==> src/rtl/avl_responder_pkg.sv <==
`default_nettype none
// ============================================================================
// Module  : avl_responder_pkg
// Brief   : Response codes, state encoding and helpers for avl_responder.
// Revision: 1.0 - initial release
// ============================================================================
package avl_responder_pkg;

  localparam logic [1:0] avl_okay   = 2'b00;
  localparam logic [1:0] avl_slverr = 2'b10;

  localparam logic [1:0] ST_IDLE  = 2'd0;
  localparam logic [1:0] ST_READ  = 2'd1;
  localparam logic [1:0] ST_WRITE = 2'd2;
  localparam logic [1:0] ST_ERR   = 2'd3;

  typedef enum logic [1:0] {
    IDLE  = ST_IDLE,
    READ  = ST_READ,
    WRITE = ST_WRITE,
    ERR   = ST_ERR
  } state_t;

  function automatic logic [31:0] word_addr(input logic [31:0] byte_addr);
    return {byte_addr[31:2], 2'b00};
  endfunction

endpackage
`default_nettype wire

==> src/rtl/avl_responder.sv <==
`default_nettype none
// ============================================================================
// Module  : avl_responder
// Brief   : Avalon-MM agent bridging single writes and read bursts onto the
//           core valid/ready memory bus; illegal commands answer SLAVEERROR.
// Revision: 1.0 - initial release
// ============================================================================
module avl_responder
  import avl_responder_pkg::*;
#(
  parameter int MAX_BURST = 4
) (
  input  logic        clock,
  input  logic        reset,
  input  logic [31:0] s_avl_address,
  input  logic [3:0]  s_avl_byteenable,
  input  logic        s_avl_lock,
  input  logic        s_avl_read,
  input  logic [31:0] s_avl_writedata,
  input  logic        s_avl_write,
  input  logic [2:0]  s_avl_burstcount,
  output logic [31:0] s_avl_readdata,
  output logic [1:0]  s_avl_response,
  output logic        s_avl_waitrequest,
  output logic        s_avl_readdatavalid,
  output logic        s_avl_writeresponsevalid,
  output logic        mem_valid,
  output logic        mem_instr,
  output logic [31:0] mem_addr,
  output logic [31:0] mem_wdata,
  output logic [3:0]  mem_wstrb,
  input  logic [31:0] mem_rdata,
  input  logic        mem_ready
);

  localparam logic [2:0] c_max_burst = 3'(MAX_BURST);

  state_t      r_state;
  state_t      w_state_next;
  logic [2:0]  r_count;
  logic [31:0] r_readdata;
  logic [1:0]  r_response;
  logic        r_rdvalid;
  logic        r_wrvalid;
  logic        r_mem_valid;
  logic [31:0] r_mem_addr;
  logic [31:0] r_mem_wdata;
  logic [3:0]  r_mem_wstrb;
  logic        w_handshake;
  logic        w_unused_bits;

  assign w_unused_bits = ^{s_avl_lock, s_avl_address[1:0]};
  assign w_handshake   = r_mem_valid & mem_ready;

  always_ff @(posedge clock or negedge reset) begin
    if (!reset) begin
      r_state <= IDLE;
    end else begin
      r_state <= w_state_next;
    end
  end

  always_comb begin
    w_state_next = r_state;
    case (r_state)
      IDLE: begin
        if (s_avl_write) begin
          w_state_next = (s_avl_burstcount == 3'd1 && s_avl_byteenable != 4'd0) ? WRITE : ERR;
        end else if (s_avl_read) begin
          w_state_next = (s_avl_burstcount != 3'd0 && s_avl_burstcount <= c_max_burst) ? READ : ERR;
        end
      end
      // mem_valid drops with the final handshake; leaving one cycle later
      // keeps waitrequest high through the last response pulse.
      READ, WRITE: begin
        if (!r_mem_valid) begin
          w_state_next = IDLE;
        end
      end
      ERR:     w_state_next = IDLE;
      default: w_state_next = IDLE;
    endcase
  end

  always_ff @(posedge clock or negedge reset) begin
    if (!reset) begin
      r_count     <= 3'd0;
      r_readdata  <= 32'd0;
      r_response  <= avl_okay;
      r_rdvalid   <= 1'b0;
      r_wrvalid   <= 1'b0;
      r_mem_valid <= 1'b0;
      r_mem_addr  <= 32'd0;
      r_mem_wdata <= 32'd0;
      r_mem_wstrb <= 4'd0;
    end else begin
      r_rdvalid <= 1'b0;
      r_wrvalid <= 1'b0;
      case (r_state)
        IDLE: begin
          case (w_state_next)
            WRITE: begin
              r_mem_valid <= 1'b1;
              r_mem_addr  <= word_addr(s_avl_address);
              r_mem_wdata <= s_avl_writedata;
              r_mem_wstrb <= s_avl_byteenable;
            end
            READ: begin
              r_mem_valid <= 1'b1;
              r_mem_addr  <= word_addr(s_avl_address);
              r_mem_wstrb <= 4'd0;
              r_count     <= s_avl_burstcount;
            end
            ERR: begin
              r_response <= avl_slverr;
              r_readdata <= 32'd0;
              if (s_avl_write) begin
                r_wrvalid <= 1'b1;
              end else begin
                r_rdvalid <= 1'b1;
              end
            end
            default: ;
          endcase
        end
        READ: begin
          if (w_handshake) begin
            r_rdvalid  <= 1'b1;
            r_readdata <= mem_rdata;
            r_response <= avl_okay;
            r_mem_addr <= r_mem_addr + 32'd4;
            r_count    <= r_count - 3'd1;
            if (r_count == 3'd1) begin
              r_mem_valid <= 1'b0;
            end
          end
        end
        WRITE: begin
          if (w_handshake) begin
            r_wrvalid   <= 1'b1;
            r_response  <= avl_okay;
            r_mem_valid <= 1'b0;
          end
        end
        default: ;
      endcase
    end
  end

  assign s_avl_waitrequest        = ~reset | (r_state != IDLE);
  assign s_avl_readdata           = r_readdata;
  assign s_avl_response           = r_response;
  assign s_avl_readdatavalid      = r_rdvalid;
  assign s_avl_writeresponsevalid = r_wrvalid;
  assign mem_valid                = r_mem_valid;
  assign mem_instr                = 1'b0;
  assign mem_addr                 = r_mem_addr;
  assign mem_wdata                = r_mem_wdata;
  assign mem_wstrb                = r_mem_wstrb;

endmodule
`default_nettype wire

==> config.mk <==
export PLATFORM = sky130hd
export DESIGN_NAME = avl_responder
export DESIGN_NICKNAME = d
export VERILOG_FILES = /design/src/rtl/avl_responder_pkg.sv /design/src/rtl/avl_responder.sv
export SDC_FILE = /design/constraint.sdc
export NUM_CORES = 1
export LEC_CHECK = 0
export ABC_CLOCK_PERIOD_IN_PS = 3200
export CAP_MARGIN = 40
export CORE_AREA = 4 4 116 129
export DETAILED_ROUTE_END_ITERATION = 7
export DIE_AREA = 0 0 120 133
export MAX_ROUTING_LAYER = met4
export PLACE_DENSITY = 0.74
export SYNTH_ARGS = -nofsm -noshare
export SYNTH_HDL_FRONTEND = slang
export SYNTH_SLANG_ARGS = --single-unit
==> constraint.sdc <==
create_clock -name clock -period 3.2 [get_ports clock]
set_input_delay 0.64 -clock clock [delete_from_list [all_inputs] [get_ports clock]]
set_output_delay 0.64 -clock clock [all_outputs]
set_load 0.02 [all_outputs]
**After elaboration in Yosys (flattened, before gate mapping)**

Index checks and enable logic that the tools add are counted.

- $add $sub $neg: 2
- $lt $le $gt $ge: 1
- Eq/ne operators: 15
- Multiplexer cells: 31
- Bitwise gates (word level): 3
- Reductions and logical operators: 19

Operator list:

| cell | count |
|---|---|
| $mux W32 | 4 |
| $pmux W32 S2 | 2 |
| $add A32 B3 Y32 const B | 1 |
| $mux W2 | 6 |
| $reduce_and A3 Y1 | 4 |
| $mux W1 | 10 |
| $eq A2 B2 Y1 const B | 4 |
| $ne A2 B2 Y1 const B | 4 |
| $pmux W4 S2 | 1 |
| $reduce_bool A2 Y1 | 4 |
| $eq A3 B1 Y1 const B | 2 |
| $mux W3 | 2 |
| $ne A2 B1 Y1 const B | 3 |
| $pmux W2 S3 | 1 |
| $pmux W3 S2 | 1 |
| $reduce_bool A3 Y1 | 2 |
| $reduce_and A5 Y1 | 1 |
| $eq A2 B1 Y1 const B | 2 |
| $pmux W1 S2 | 2 |
| $pmux W2 S2 | 1 |
| $reduce_and A2 Y1 | 2 |
| $reduce_bool A4 Y1 | 1 |
| $reduce_or A2 Y1 | 2 |
| $le A3 B3 Y1 const B | 1 |
| 7 further kinds | 8 |

- Bits in registers: 110
- Output and inout bits: 107
- Word-level logic and storage cells: 81

**Depth between registers and ports, before layout**

Gate-level depths: netlist of run 1.

- Depth after elaboration: 10
- Depth in mapped cells: 14
- Mapped depth without buffers: 11

**Least setup slack after synthesis of run 1**

OpenSTA, ideal clock, no wires.

- Path kind: reg2reg
- From: register r_state[0]
- To: register r_mem_addr[23] (netlist: mem_addr[23])
- Data arrival time: 2.990 ns
- Setup slack: 0.122 ns
- Cell stages (with the launch flop): 15
- Path buffers: 4
- Period minus slack after synthesis: 3.078 ns
- Cells stage by stage: dfrtp_1 inv_1 ha_1 clkbuf_1 clkbuf_1 nand4b_1 nor3_1 or3_1 ha_1 nand2b_1 clkbuf_1 nand2b_1 dlygate4sd1_1 o22ai_1 nor3b_1

- Longest elaborated chain between the ends: 7
- Elaborated cells on any way between the ends: 17
- Classes of those cells: 7 x eq/ne; 5 x mux; 5 x reduce/logical

Ends and longest elaborated chain:

| what | line | text |
|---|---|---|
| start: declaration | avl_responder.sv:38 | `state_t r_state;` |
| start signal: assignment | avl_responder.sv:59 | `r_state <= w_state_next;` |
| $eq A2 B1 Y1 (tied with other cells) | avl_responder.sv:65, avl_responder.sv:99 |  |
| $reduce_or A2 Y1 (no line) or $mux W2 (tied branches) | -- |  |
| $pmux W2 S3 | avl_responder.sv:65 | `case (r_state)` |
| $eq A2 B1 Y1 or $eq A2 B2 Y1 (tied branches) | avl_responder.sv:101 | `case (w_state_next)` |
| $reduce_or A2 Y1 (no line) | -- |  |
| $ne A2 B2 Y1 (no line) | -- |  |
| $reduce_and A3 Y1 (no line) | -- |  |
| end signal: assignment | avl_responder.sv:104 | `r_mem_addr <= word_addr(s_avl_address);` |
| end signal: assignment | avl_responder.sv:110 | `r_mem_addr <= word_addr(s_avl_address);` |
| end signal: assignment | avl_responder.sv:131 | `r_mem_addr <= r_mem_addr + 32'd4;` |
| end: declaration | avl_responder.sv:46 | `logic [31:0] r_mem_addr;` |

Parallel ways exist; a longest one is shown, timed or not.
A chain may end at the register's enable or synchronous reset.

**Worst setup path in the final report of run 1**

- From: input s_avl_byteenable[3]
- To: register r_mem_addr[20] (netlist: mem_addr[20])

- Longest elaborated chain between the ends: 9
- Elaborated cells on any way between the ends: 10
- Classes of those cells: 3 x eq/ne; 3 x mux; 4 x reduce/logical

Ends and longest elaborated chain:

| what | line | text |
|---|---|---|
| start: declaration | avl_responder.sv:16 | `input logic [3:0] s_avl_byteenable,` |
| $reduce_bool A4 Y1 * | avl_responder.sv:68 | `w_state_next = (s_avl_burstcount == 3'd1 && s_avl_byteenable != 4'd0) ? WRITE : ERR;` |
| $logic_and A1 B1 Y1 * | avl_responder.sv:68 |  |
| $mux W1 * | avl_responder.sv:68 |  |
| $mux W2 * | avl_responder.sv:67 | `if (s_avl_write) begin` |
| $pmux W2 S3 * | avl_responder.sv:65 |  |
| $eq A2 B1 Y1 or $eq A2 B2 Y1 (tied branches) | avl_responder.sv:101 |  |
| $reduce_or A2 Y1 (no line) * | -- |  |
| $ne A2 B2 Y1 (no line) * | -- |  |
| $reduce_and A3 Y1 (no line) * | -- |  |

Mark *: on every way between the ends. The rest lies on a longest branch, timed or not.

==> run summary, run 1 <==
Buffers on Ports - 208
initial antenna violation count - 0
cell row count - 45
mean post-synth cell area - 9.581 µm²
Fin. Hold Viols - 0
fraction of final layout cells sized beyond drive strength 1 - 11.61%
clock tree buffer depth - 2
worst-path cell chain - clkdlybuf4s50_1, nor4_2, buf_4, nor3_1, or3_1, ha_1, and2_1, a21oi_1, buf_12, o22ai_1, a311oi_1
period utilisation layout - 94.55%
setup slack, reg-to-reg - 460 ps
HP Class - reg -> reg
leading cell type in the layout, fill and taps excluded - clkdlybuf4s50_1
io pins - 216
top post-synthesis cells by area - dfrtp_1, nand2_1, mux2_2
Clock power frac - 13.1%
WP buf/inv - 3
clock latency on the worst-skew pair - 350 ps
drt drc - 0
WL per Instance - 17.49 µm
design internal power - 4.780 mW
CP delay by family, top - simple AND/OR/NAND/NOR gates
clk sinks - 107
multi-input combinational cell area - 2476 µm²
Power Total - 8.493 mW
Async SR Flop Fraction - 100.0%
Slew HR - 46.28%
Clock transition at path regs - 80 ps
die area - 15960 µm²
max-cap check violation count - 0
antenna fix cells - 0
nets - 898
First DRT Iteration DRCs - 398
Pre-antenna DRT Iters - 5
Fmax achieved - 0.3305 GHz
Worst EP arrival - 3280 ps
CP Capture Type - register
Layout area overhead - 51.42%
area leader, netlist - dfrtp_1
largest net degree at the start of global routing - 64
commonest cells after routing, fill and taps aside - clkdlybuf4s50_1, dfrtp_1, nand2_1
Worst Path Required - 3450 ps
hpwl dp - 12.70 mm
CTS tree - done
Seq pwr share - 29.5%
combinational share of power - 57.4%
P_sw - 3.712 mW
routed via count - 5132
minimum clock period - 3026 ps
CP Class - in -> reg
ys flop type - dfrtp_1
H-tree depth - 3
Syn Inst Count - 561
Netlist cell types - 51
Startpoint Class - input port
Ys Warns - 0
Die Y - 133 µm
Worst Path Max Fanout - 26
GRT overflow - 0
max-slew violations - 0
Root Buffer - clkbuf_16
LEAKAGE - 3.321 nW
total CTS buffers - 9
register area - 2678 µm²
routability congestion estimate - 0.8913
Mapped Area - 5375 µm²
first-pass GRT wire length - 26.66 mm
vias per std cell - 5.280
Post-synth EDFFs - 0
final wirelength - 17.00 mm
CP max stage cell - clkdlybuf4s50_1
final setup vio count - 0
post-synthesis sequential area ratio - 49.81%
VDD IR-drop max - 0.0004910 V
Fillers - 1188
number of synthesized register bits - 107
Core ar. - 13680 µm²
outcome - complete, no violations
Power per Cell Area - 1043 nW/µm²
GRT Total Usage - 21.33%
Worst Clk Skew - 8.234 ps
Setup TNS - 0 ps
Worst Tran Pin Value - 805.8 ps
RSZ-0062 raised after global routing - false
switch share - 43.71%
die width - 120 µm
CP peak stage delay - 440 ps
top-area cell type share of the netlist area - 49.81%
vias in the first global route - 5139
DRT antenna net count - 0
Starting Density - 39.29%
## kinds of logic after synthesis
kind of cell	after synthesis	synth area share, %
AND/OR/NAND/NOR	229	21.32
AO/OA/AOI/OAI	125	14.43
flip-flops	107	49.81
buffers and inverters	54	4.772
multiplexers	35	7.263
adder cells (fa/ha/maj)	10	2.328
other	1	0.06977
## per-stage QoR
stage | worst slack, ps | area [µm²] | hold slack [ps] | util (%) | instances
detailed placement | -289.0 | 7833 | 469.1 | 57.25 | 956
finish | 174.3 | 8139 | 482.2 | 59.49 | 972
global placement | -272.0 | 7833 | 463.9 | 57.25 | 956
global route | 33.64 | 8139 | 512.3 | 59.49 | 972
CTS | 56.20 | 8129 | 487.7 | 59.41 | 972
floorplan | 121.7 | 5386 | 344.4 | - | 564
## tightest hold or removal path: stages, from the launching register on
cell and delay, ps:
dfrtp_1 340, nand2_1 50, o21ai_0 60
## power by group through the flow
stage	clock, mW	combinational [mW]	sequential, mW
finish	1.11	4.87	2.51
global route	1.19	5.27	2.58
CTS	1.14	4.90	2.50
detailed placement	0	4.89	2.53
global placement	0	4.78	2.48
floorplan	0	2.15	3.02
## worst paths after layout
path	startpoint	end	depth (start not counted)
max in group asynchronous	reset	mem_addr[28]$_DFFE_PN0P_	3
hold / removal	s_avl_readdata[24]$_DFFE_PN0P_	s_avl_readdata[24]$_DFFE_PN0P_	2
min in group asynchronous	reset	s_avl_readdata[3]$_DFFE_PN0P_	2
setup reg to reg	r_state[0]$_DFF_PN0_	mem_addr[20]$_DFFE_PN0P_	11
hold reg to reg	s_avl_readdata[24]$_DFFE_PN0P_	s_avl_readdata[24]$_DFFE_PN0P_	2
setup / recovery	s_avl_byteenable[3]	mem_addr[20]$_DFFE_PN0P_	11
## Yosys cell counts (5+ instances only)
| cell | count |
|---|---|
| a311oi_1 | 5 |
| ha_1 | 10 |
| o22ai_1 | 15 |
| nand2b_1 | 9 |
| and4_1 | 5 |
| dfrtp_1 | 107 |
| clkbuf_1 | 23 |
| nand2_1 | 102 |
| mux2_2 | 32 |
| a211oi_1 | 5 |
| nor3_1 | 19 |
| nand3_1 | 16 |
| nand4_1 | 18 |
| nor4_1 | 17 |
| or4_1 | 6 |
| a22oi_1 | 8 |
| o21ai_0 | 53 |
| nor2_1 | 15 |
| inv_1 | 17 |
| a21oi_1 | 13 |
## routing by layer
metal	global-route usage, %	up-vias	routed length (µm)
li1	-	2461	-
met1	27.27	2461	7239
met2	35.18	187	8578
met3	2.864	23	925
met4	6.811	0	260
met5	-	-	0
## registers in the layout, summed over array words and instances, names as in the netlist
name and cells:
mem_addr 30, mem_valid 1, mem_wdata 32, mem_wstrb 4
r_count 3, r_state 2, s_avl_readdata 32, s_avl_readdatavalid 1
s_avl_response 1, s_avl_writeresponsevalid 1
## area by class of cell
class                      instances  share of cell area [%]
inverter                          17                  0.7840
clock buffer                       9                   2.767
tap                              188                   2.890
timing repair buffer             241                   29.36
multi-input combinational        403                   30.42
clock inverter                     7                  0.8762
sequential                       107                   32.90
## timing repair
| action | CTS | global route |
|---|---|---|
| hold buffers | 0 | 0 |
| setup endpoints to repair | 0 | 14 |
| resized for setup | 0 | 2 |
| endpoints found under the hold margin | 0 | 0 |
| setup buffers | 0 | 0 |
No activity file was read; power rests on OpenSTA's default activity.
==> run 2: changes to the inputs <==
--- a/config.mk
+++ b/config.mk
@@ -15,3 +15,4 @@
 export SYNTH_ARGS = -nofsm -noshare
 export SYNTH_HDL_FRONTEND = slang
 export SYNTH_SLANG_ARGS = --single-unit
+export TNS_END_PERCENT = 5
==> results of run 2 <==
Final layout, timing and power as in run 1 (identical DEF).
==> run 3: changes to the inputs <==
--- a/config.mk
+++ b/config.mk
@@ -12,6 +12,7 @@
 export DIE_AREA = 0 0 120 133
 export MAX_ROUTING_LAYER = met4
 export PLACE_DENSITY = 0.74
+export REMOVE_ABC_BUFFERS = 1
 export SYNTH_ARGS = -nofsm -noshare
 export SYNTH_HDL_FRONTEND = slang
 export SYNTH_SLANG_ARGS = --single-unit
==> constraint.sdc (replaced) <==
create_clock -name clock -period 3.2 [get_ports clock]
set_input_delay 0.64 -clock clock [delete_from_list [all_inputs] [get_ports clock]]
set_output_delay 0.64 -clock clock [all_outputs]
set_load 0.1 [all_outputs]
==> run 3 against run 2 <==
  * Via count is 0.27% lower
  * Clock skew is 2.4 ps higher
  * Global-route usage is 0.73 points lower
  * Die area stayed put
  * Clock-buffer cell count is 1 higher
  * Flip-flop and latch count stayed put
  * First-iteration DRC count is 11% lower
  * Worst setup slack better by 3.5 ps
  * Sequential share of layout area is 1.3 points higher
  * Wire length is 6.2% lower
  * Final area is 3.7% lower
  * Worst hold slack worse by 100 ps
  * Largest cell class unchanged
==> run summary, run 3 (synthesized netlist as in run 1, its figures left out) <==
clock tree buffer depth - 2 (unchanged)
hpwl dp - 11.82 mm (-7.0%)
Worst Path Required - 3440 ps (about the same)
minimum clock period - 3022 ps (-3.547 ps)
Worst Clk Skew - 10.67 ps (+2.440 ps)
clk sinks - 107 (unchanged)
WP buf/inv - 3 (unchanged)
Starting Density - 39.29% (unchanged)
final setup vio count - 0 (unchanged)
die width - 120 µm (unchanged)
reg2reg path depth - 11 (unchanged)
max-slew violations - 0 (unchanged)
CP Capture Type - register
Root Buffer - clkbuf_16
Layout area overhead - 45.86%
RSZ-0062 raised after global routing - false
Metal-1 WL - 6.701 mm (-7.4%)
Clock transition at path regs - 70 ps (about the same)
commonest cells after routing, fill and taps aside - buf_4, dfrtp_1, clkdlybuf4s50_1
Buffers on Ports - 208 (unchanged)
Slew HR - 60.61% (+14 points)
nets - 892 (-0.67%)
Worst EP arrival - 3270 ps (about the same)
met3 wire len - 1.248 mm (+35%)
setup slack, reg-to-reg - 480 ps (+20 ps)
GRT Total Usage - 20.60% (-0.73 points)
period utilisation layout - 94.44% (-0.11 points)
routed via count - 5118 (-0.27%)
CP Class - in -> reg
initial antenna violation count - 0 (unchanged)
Worst Tran Pin Value - 590.9 ps (-214.9 ps)
clock latency on the worst-skew pair - 350 ps (about the same)
CP delay by family, top - simple AND/OR/NAND/NOR gates
final wirelength - 15.95 mm (-6.2%)
DP Cell Count - 950 (-0.63%)
CTS tree - done
total CTS buffers - 9 (unchanged)
leading cell type in the layout, fill and taps excluded - buf_4
vias per std cell - 5.298 (+0.35%)
Met2 Wirelength - 7.650 mm (-11%)
fraction of final layout cells sized beyond drive strength 1 - 24.04% (+12 points)
die area - 15960 µm² (unchanged)
cts-stage hold buffer count - 0 (unchanged)
Core ar. - 13680 µm² (unchanged)
HP Class - in -> async
First DRT Iteration DRCs - 355 (-11%)
worst r2r dst - mem_addr[20]$_DFFE_PN0P_
Top Layer Used - met4
H-tree depth - 3 (unchanged)
r2r startpoint - r_state[0]$_DFF_PN0_
max-cap check violation count - 0 (unchanged)
drt drc - 0 (unchanged)
cell row count - 45 (unchanged)
first-pass GRT wire length - 25.96 mm (-2.6%)
worst-path cell chain - clkdlybuf4s50_1, nor4_1, buf_4, nor3_1, or3_1, ha_1, nand2_1, o21ai_1, buf_4, nor4_1, a311oi_1
CP max stage cell - clkdlybuf4s50_1
WL per Instance - 16.51 µm (-5.6%)
antenna fix cells - 0 (unchanged)
io pins - 216 (unchanged)
Die Y - 133 µm (unchanged)
outcome - complete, no violations
GRT overflow - 0 (unchanged)
largest net degree at the start of global routing - 108 (+69%)
Pre-antenna DRT Iters - 5 (unchanged)
routability congestion estimate - 0.8511 (-4.5%)
CP peak stage delay - 440 ps (about the same)
DRT antenna net count - 0 (unchanged)
Final Non-Filler Cells - 966 (-0.62%)
Fmax achieved - 0.3309 GHz (+0.12%)
Startpoint Class - input port
vias in the first global route - 5044 (-1.8%)
Fin. Hold Viols - 0 (unchanged)
Worst Path Max Fanout - 7 (-73%)
-- run 3: layer usage --
layer	vias to the layer above	GRT usage (%)
li1	2454	-
met3	23	4.532
met4	0	7.829
met5	-	-
met2	215	32.24
met1	2426	26.16
-- run 3: final cells by class --
type | count | area [µm²]
Clock buffer | 10 | 229.0
Clock inverter | 6 | 72.57
Fill cell | 1207 | 5842
Inverter | 17 | 63.81
Multi-Input combinational cell | 403 | 2475
Sequential cell | 107 | 2678
Tap cell | 188 | 235.2
Timing Repair Buffer | 235 | 2087
-- run 3: worst reg2reg max path, stage by stage, from the launching register on --
cell      delay, ps
dfrtp_1         430
inv_1           100
ha_1            180
buf_4           210
a31oi_1          60
or3_1           350
ha_1            340
nand2_1          80
o21ai_1         250
buf_4           250
nor4_1           70
a311oi_1        300
-- run 3: worst max path at each step --
stage / start / to / slack [ps] / cells after the start
after floorplan: r_state[1]$_DFF_PN0_ / s_avl_readdata[0]$_DFFE_PN0P_ / -1210 / 5
after global placement: s_avl_byteenable[3] / mem_addr[4]$_DFFE_PN0P_ / -100 / 11
after detailed placement: s_avl_byteenable[3] / mem_addr[22]$_DFFE_PN0P_ / -120 / 11
after CTS: s_avl_byteenable[3] / mem_addr[22]$_DFFE_PN0P_ / 230 / 11
after global routing: s_avl_byteenable[3] / mem_addr[19]$_DFFE_PN0P_ / 20 / 11
final: s_avl_byteenable[3] / mem_addr[20]$_DFFE_PN0P_ / 180 / 11
-- run 3: what timing repair did --
| action | 4_1_cts | 5_1_grt |
|---|---|---|
| buffers inserted | 0 | 0 |
| resized for setup | 0 | 1 |
| setup endpoints to repair | 0 | 1 |
-- run 3: through the flow --
step / util [%] / TNS [ps] / worst slack, ps / instance area [µm²] / hold WS, ps
6_report: 57.30 / 0 / 177.8 / 7840 / 377.5
5_1_grt: 57.30 / 0 / 21.23 / 7840 / 466.4
4_1_cts: 57.27 / 0 / 234.4 / 7835 / 434.3
3_5_place_dp: 55.06 / -1208 / -117.9 / 7533 / 471.5
3_3_place_gp: 55.06 / -789.3 / -101.3 / 7533 / 464.1
2_1_floorplan: - / -47470 / -1208 / 5194 / 344.4
Power of run 3 is not shown: default switching activity piles up to over one toggle a cycle in this logic, so the estimate is an artifact.
